`config.mk`:
```
export PLATFORM = sky130hd
export DESIGN_NAME = cache_line_controller
export DESIGN_NICKNAME = d
export VERILOG_FILES = /design/src/rtl/lc3b_types.sv /design/src/rtl/line_write_merge.sv /design/src/rtl/cache_line_controller.sv
export SDC_FILE = /design/constraint.sdc
export NUM_CORES = 1
export LEC_CHECK = 0
export ABC_CLOCK_PERIOD_IN_PS = 3900
export CORE_AREA = 2 2 230 232
export CTS_CLUSTER_DIAMETER = 60
export DETAILED_ROUTE_END_ITERATION = 10
export DIE_AREA = 0 0 232 234
export PLACE_DENSITY_LB_ADDON = 0.25
export SYNTH_ARGS = -nofsm -noshare
export SYNTH_HDL_FRONTEND = slang
export SYNTH_SLANG_ARGS = --single-unit
```
`constraint.sdc`:
```
create_clock -name clk -period 3.9 [get_ports clk]
set_input_delay 0.78 -clock clk [delete_from_list [all_inputs] [get_ports clk]]
set_output_delay 0.78 -clock clk [all_outputs]
set_load 0.02 [all_outputs]
```
`src/rtl/lc3b_types.sv`:
```
// Shared LC-3b cache types.
// Defines the word, line, tag, index and offset types used by the cache line controller and its
// line merge helper, plus a small word-extraction function.
package lc3b_types;

  localparam int unsigned TAG_W  = 10;
  localparam int unsigned LINE_W = 128;

  typedef logic [15:0]       lc3b_word;
  typedef logic [LINE_W-1:0] lc3b_line;
  typedef logic [TAG_W-1:0]  lc3b_c_tag;
  typedef logic [1:0]        lc3b_c_index;
  typedef logic [3:0]        lc3b_c_offset;

  // Pick word 'sel' (0..7) out of a 128-bit line.
  function automatic lc3b_word line_word(input lc3b_line line, input logic [2:0] sel);
    lc3b_word word;
    word = '0;
    for (int w = 0; w < 8; w++) begin
      if (sel == w[2:0]) word = line[w*16 +: 16];
    end
    return word;
  endfunction

endpackage

```
`src/rtl/line_write_merge.sv`:
```
// Line write merge.
// Replaces the byte lanes of one 16-bit word inside a 128-bit line.
// Ports:
//   line        in  128  original line
//   word_sel    in  3    word offset within the line
//   byte_enable in  2    bit0 -> [7:0], bit1 -> [15:8] of the selected word
//   wdata       in  16   write word
//   merged      out 128  line with the selected lanes replaced
module line_write_merge
  import lc3b_types::*;
(
  input  logic [LINE_W-1:0] line,
  input  logic [2:0]        word_sel,
  input  logic [1:0]        byte_enable,
  input  logic [15:0]       wdata,
  output logic [LINE_W-1:0] merged
);

  always_comb begin
    merged = line;
    for (int w = 0; w < 8; w++) begin
      if (word_sel == w[2:0]) begin
        if (byte_enable[0]) merged[w*16 +: 8]     = wdata[7:0];
        if (byte_enable[1]) merged[w*16 + 8 +: 8] = wdata[15:8];
      end
    end
  end

endmodule

```
`src/rtl/cache_line_controller.sv`:
```
// Cache line controller.
// Direct-mapped, 4-line, write-back cache controller between the LC-3b CPU memory port and
// physical memory. Tags, valid and dirty bits live here; the line data lives in an external
// 4-entry array driven through data_write/data_index/data_in and read back on data_out.
// Ports:
//   clk, rst_n                 clock, asynchronous active-low reset
//   mem_read/mem_write         CPU request, held until mem_resp (both high = write)
//   mem_byte_enable            CPU write byte lanes
//   mem_address/mem_wdata      CPU byte address and write word
//   mem_rdata/mem_resp         selected word and one-cycle completion pulse
//   pmem_read/pmem_write       line fill / writeback strobes to physical memory
//   pmem_address/pmem_wdata    line-aligned address and victim line
//   pmem_rdata/pmem_resp       fill line and physical memory completion
//   data_write/data_index      data array write enable and index (mem_address[5:4])
//   data_in/data_out           data array write line and combinational read line
module cache_line_controller
  import lc3b_types::*;
(
  input  logic          clk,
  input  logic          rst_n,
  input  logic          mem_read,
  input  logic          mem_write,
  input  logic [1:0]    mem_byte_enable,
  input  logic [15:0]   mem_address,
  input  logic [15:0]   mem_wdata,
  output logic [15:0]   mem_rdata,
  output logic          mem_resp,
  output logic          pmem_read,
  output logic          pmem_write,
  output logic [15:0]   pmem_address,
  output logic [127:0]  pmem_wdata,
  input  logic [127:0]  pmem_rdata,
  input  logic          pmem_resp,
  output logic          data_write,
  output logic [1:0]    data_index,
  output logic [127:0]  data_in,
  input  logic [127:0]  data_out
);

  typedef enum logic [1:0] {IDLE, WRITEBACK, FILL} state_t;

  state_t       state;
  lc3b_c_tag    tags [4];
  logic [3:0]   valid;
  logic [3:0]   dirty;

  lc3b_c_index  idx;
  lc3b_c_tag    addr_tag;
  lc3b_c_offset offset;
  logic         req;
  logic         hit;
  lc3b_line     merged;
  logic         unused_byte_bit;

  assign idx             = mem_address[5:4];
  assign addr_tag        = mem_address[15:6];
  assign offset          = mem_address[3:0];
  assign unused_byte_bit = offset[0];
  assign req             = mem_read | mem_write;
  assign hit             = valid[idx] && (tags[idx] == addr_tag);

  line_write_merge u_merge (
    .line        (data_out),
    .word_sel    (offset[3:1]),
    .byte_enable (mem_byte_enable),
    .wdata       (mem_wdata),
    .merged      (merged)
  );

  assign data_index = idx;
  assign mem_rdata  = line_word(data_out, offset[3:1]);
  assign pmem_wdata = data_out;

  // Writeback targets the resident victim; fill targets the requested line.
  assign pmem_address = (state == WRITEBACK) ? {tags[idx], idx, 4'b0000}
                                             : {mem_address[15:4], 4'b0000};

  // Hits complete with zero wait states, so resp and array write are combinational.
  always_comb begin
    mem_resp   = 1'b0;
    data_write = 1'b0;
    data_in    = merged;
    if (state == IDLE && req && hit) begin
      mem_resp   = 1'b1;
      data_write = mem_write;
    end else if (state == FILL && pmem_resp) begin
      data_write = 1'b1;
      data_in    = pmem_rdata;
    end
  end

  always_ff @(posedge clk or negedge rst_n) begin
    if (!rst_n) begin
      state      <= IDLE;
      valid      <= '0;
      dirty      <= '0;
      pmem_read  <= 1'b0;
      pmem_write <= 1'b0;
      for (int i = 0; i < 4; i++) tags[i] <= '0;
    end else begin
      case (state)
        IDLE: begin
          if (req && hit) begin
            if (mem_write) dirty[idx] <= 1'b1;
          end else if (req) begin
            if (valid[idx] && dirty[idx]) begin
              state      <= WRITEBACK;
              pmem_write <= 1'b1;
            end else begin
              state     <= FILL;
              pmem_read <= 1'b1;
            end
          end
        end
        WRITEBACK: begin
          if (pmem_resp) begin
            state      <= FILL;
            pmem_write <= 1'b0;
            pmem_read  <= 1'b1;
          end
        end
        FILL: begin
          if (pmem_resp) begin
            state      <= IDLE;
            pmem_read  <= 1'b0;
            tags[idx]  <= addr_tag;
            valid[idx] <= 1'b1;
            dirty[idx] <= 1'b0;
          end
        end
        default: begin
          state      <= IDLE;
          pmem_read  <= 1'b0;
          pmem_write <= 1'b0;
        end
      endcase
    end
  end

endmodule

```
==> impl_metrics.py <==
metrics = {
    "synthesis": {
        "syn_inst": 948,
        "ys_ff_latch": 52,
        "ys.flop_type": "dfrtp_1",
        "async_flop_share_pct": 100,
        "ys_types": 42,
        "synth_top_area_cell": "mux2i_1",
        "synth_area_mm2": 0.00740,
        "synth_warnings": 0,
        "synth_edf_count": 0,
        "ys_top_cells_by_area": "mux2i_1 (22%), dfrtp_1 (18%), buf_4 (14%), a21oi_1 (9.7%), nor2_1 (7.9%)",
        "synth_area_per_cell_um2": 7.80,
        "synth_common_cells": "mux2i_1 (160), nor2_1 (155), a21oi_1 (143)",
        "yosysSeqAreaShare_pct": 17.6,
        "synth_most_common_cell": "mux2i_1",
        "synth_top_area_share_pct": 21.7,
    },
    "timing": {
        "setup_viol": 0,
        "relSlewSlack_pct": 56.7,
        "finalWorstSetupSlack_ns": 0.0681,
        "rsz0062_at_grt": "yes",
        "post-route-min-period_ns": 3.83,
        "fin_worst_skew_ns": 0.00684,
        "worstMarginPinSlew_ns": 0.649,
        "slew_viol_final": 0,
        "fin_setup_tns_ns": 0,
        "post-route-period-util_pct": 98.3,
        "finalHoldViolCount": 0,
        "fmax_mhz": 261,
    },
    "place": {
        "hpwl_um": 41100,
        "gp_congestion": 0.894,
        "place_ws_ns": -0.282,
        "place.port_buffers": 583,
    },
    "global_route": {
        "antenna_found_initial": 5,
        "grt_overflow": 0,
        "grt_pass1_vias": 8660,
        "grt_pass1_wl_um": 65600,
        "grt_max_degree": 55,
        "grt_usage_pct": 16.8,
    },
    "critical_path": {
        "crit_buf_inv": 3,
        "cp.arrival_ns": 3.05,
        "slowest_delay_ns": 0.63,
        "crit_chain": "buf_2 > buf_4 > and3_1 > nand2_1 > mux2i_1 > a21oi_1 > clkdlybuf4s50_1",
        "critPathKind": "input port to primary output",
        "crit_path_max_fanout": 15,
        "cp_top_family": "buffers and inverters",
        "slowest_stage": "clkdlybuf4s50_1",
        "cp-end-kind": "primary output",
        "startpoint_type": "input port",
        "required_ns": 3.12,
    },
    "routing": {
        "drt-pass1-iter-count": 5,
        "vias_per_cell": 4.16,
        "drt-initial-drc-count": 402,
        "wire_per_inst_um": 23.3,
        "vias": 8702,
        "ant_nets": 0,
        "drc": 0,
        "routed_wl_um": 48700,
    },
    "clock_tree": {
        "worst_skew_pair.late_latency_ns": 0.29,
        "clockRootBuffer": "clkbuf_16",
        "cts.reportedPaths.clkPinSlew_ns": 0.07,
        "cts.sinks": 52,
        "cts_buffers": 5,
        "clockBufferDepth": 2,
        "cts-htree-levels": 2,
        "cts_tree": "done",
    },
    "power": {
        "power.total_mw": 3.81,
        "p_leak_nw": 5.57,
        "ir_drop_v": 0.000192,
        "powerDensity_mw_per_mm2": 280,
    },
    "floorplan": {
        "core_mm2": 0.0520,
        "initial_core_util_pct": 14.2,
        "ios": 589,
        "num_rows": 84,
        "die_width_um": 232,
        "die_area_mm2": 0.0543,
        "die_height_um": 234,
    },
    "job": {
        "max_cap_viol_count": 0,
    },
    "final_layout": {
        "n_fill_cell": 5684,
        "drive_above_1_share_pct": 8.92,
        "multi_input_area_mm2": 0.00476,
        "area_growth_pct": 84.1,
        "utilization_pct": 26.2,
        "regArea_mm2": 0.00130,
        "fin_nets": 1697,
    },
    "worst_hold_path": {
        "hold_path_class": "register to register",
    },
    "run_status": {
        "status": "finished, final reports clean",
    },
}
cell families (layout without fill, tap and decap cells):
logic type,count (synthesis),count (layout),share of synthesized area [%]
muxes,224,224,33.4
buffers and inverters,216,667,18.4
xor gates and xnor gates,10,10,1.18
DFF,52,52,17.6
AOI/OAI and AO/OA,188,188,14.6
and+or+nand+nor,257,257,14.9
other,1,8,0.0507
state kept, by name, indices dropped and copies added, names as in the netlist, named ones only:
signal,flops
valid,4
state,2
tags,40
pmem_read,1
pmem_write,1
cell type report:
class	count	area share (%)
clock buffer	6	0.946
inverter	4	0.110
multi-input combinational	683	35.0
tap	688	6.32
antenna	4	0.0735
sequential	52	9.55
timing repair buffer	656	48.0
clock inverter	1	0.0367
cell usage in the layout, fill, tap and decap left out, drive strengths merged, types with 2 or more instances in the layout:
| cell | count |
|---|---|
| mux4 | 13 |
| a221o | 3 |
| nor3 | 7 |
| xnor2 | 10 |
| clkbuf | 8 |
| o21ai | 6 |
| or3 | 2 |
| dfrtp | 52 |
| nand4 | 2 |
| diode | 4 |
| a41oi | 3 |
| mux2i | 160 |
| inv | 4 |
| nor2b | 5 |
| nor2 | 155 |
| nand3 | 8 |
| o221ai | 14 |
| buf | 77 |
| or2 | 3 |
| a22o | 11 |
| nand2 | 59 |
| nand2b | 8 |
| o21a | 2 |
| o211ai | 3 |
| a21oi | 143 |
| or4 | 2 |
| clkdlybuf4s50 | 575 |
| mux2 | 51 |
| conb | 4 |
report_power, final:
group / total, mW / internal, mW / leakage, nW / switching, mW
Sequential: 0.795 / 0.706 / 0.624 / 0.0881
Clock: 0.425 / 0.234 / 0.0667 / 0.191
Combinational: 2.59 / 1.26 / 4.88 / 1.32
Total: 3.81 / 2.20 / 5.57 / 1.60
routing by layer:
metal  global-route usage (%)  wire (um)  up-vias  part of all wire (%)
li1                         -          -     4104                     -
met1                     22.5      21600     4167                    44
met2                     27.4      22500      388                    46
met3                     3.26       3290       41                   6.8
met4                     4.55       1380        2                   2.8
met5                        0         10        -                 0.021
worst paths after layout:
kind                                start           end  slack, ns  cells after the start
hold reg to reg                  valid[2]      valid[2]       0.47                      1
hold / removal                   valid[2]      valid[2]       0.47                      1
max in group asynchronous           rst_n       tags[1]       2.61                      2
min in group asynchronous           rst_n      tags[18]       0.51                      1
setup / recovery           mem_address[3]  data_in[116]       0.07                      7
setup reg to reg                 state[0]      tags[21]       1.58                      6
stage by stage:
step | cell area (um^2) | hold slack (ns) | instances
5_1_grt | 13600 | 0.503 | 2093
6_report | 13600 | 0.465 | 2094
3_5_place_dp | 13400 | 0.454 | 2080
2_1_floorplan | 7410 | 0.433 | 951
4_1_cts | 13600 | 0.470 | 2090
3_3_place_gp | 13400 | 0.447 | 2080
what timing repair did:
item	in CTS	in global routing
gates resized for setup	5	5
setup endpoints to repair	2	16
pin swaps	2	1
gates cloned	1	0
setup buffers	2	0
hold buffers	0	0
(Power assumes the default switching activity.)
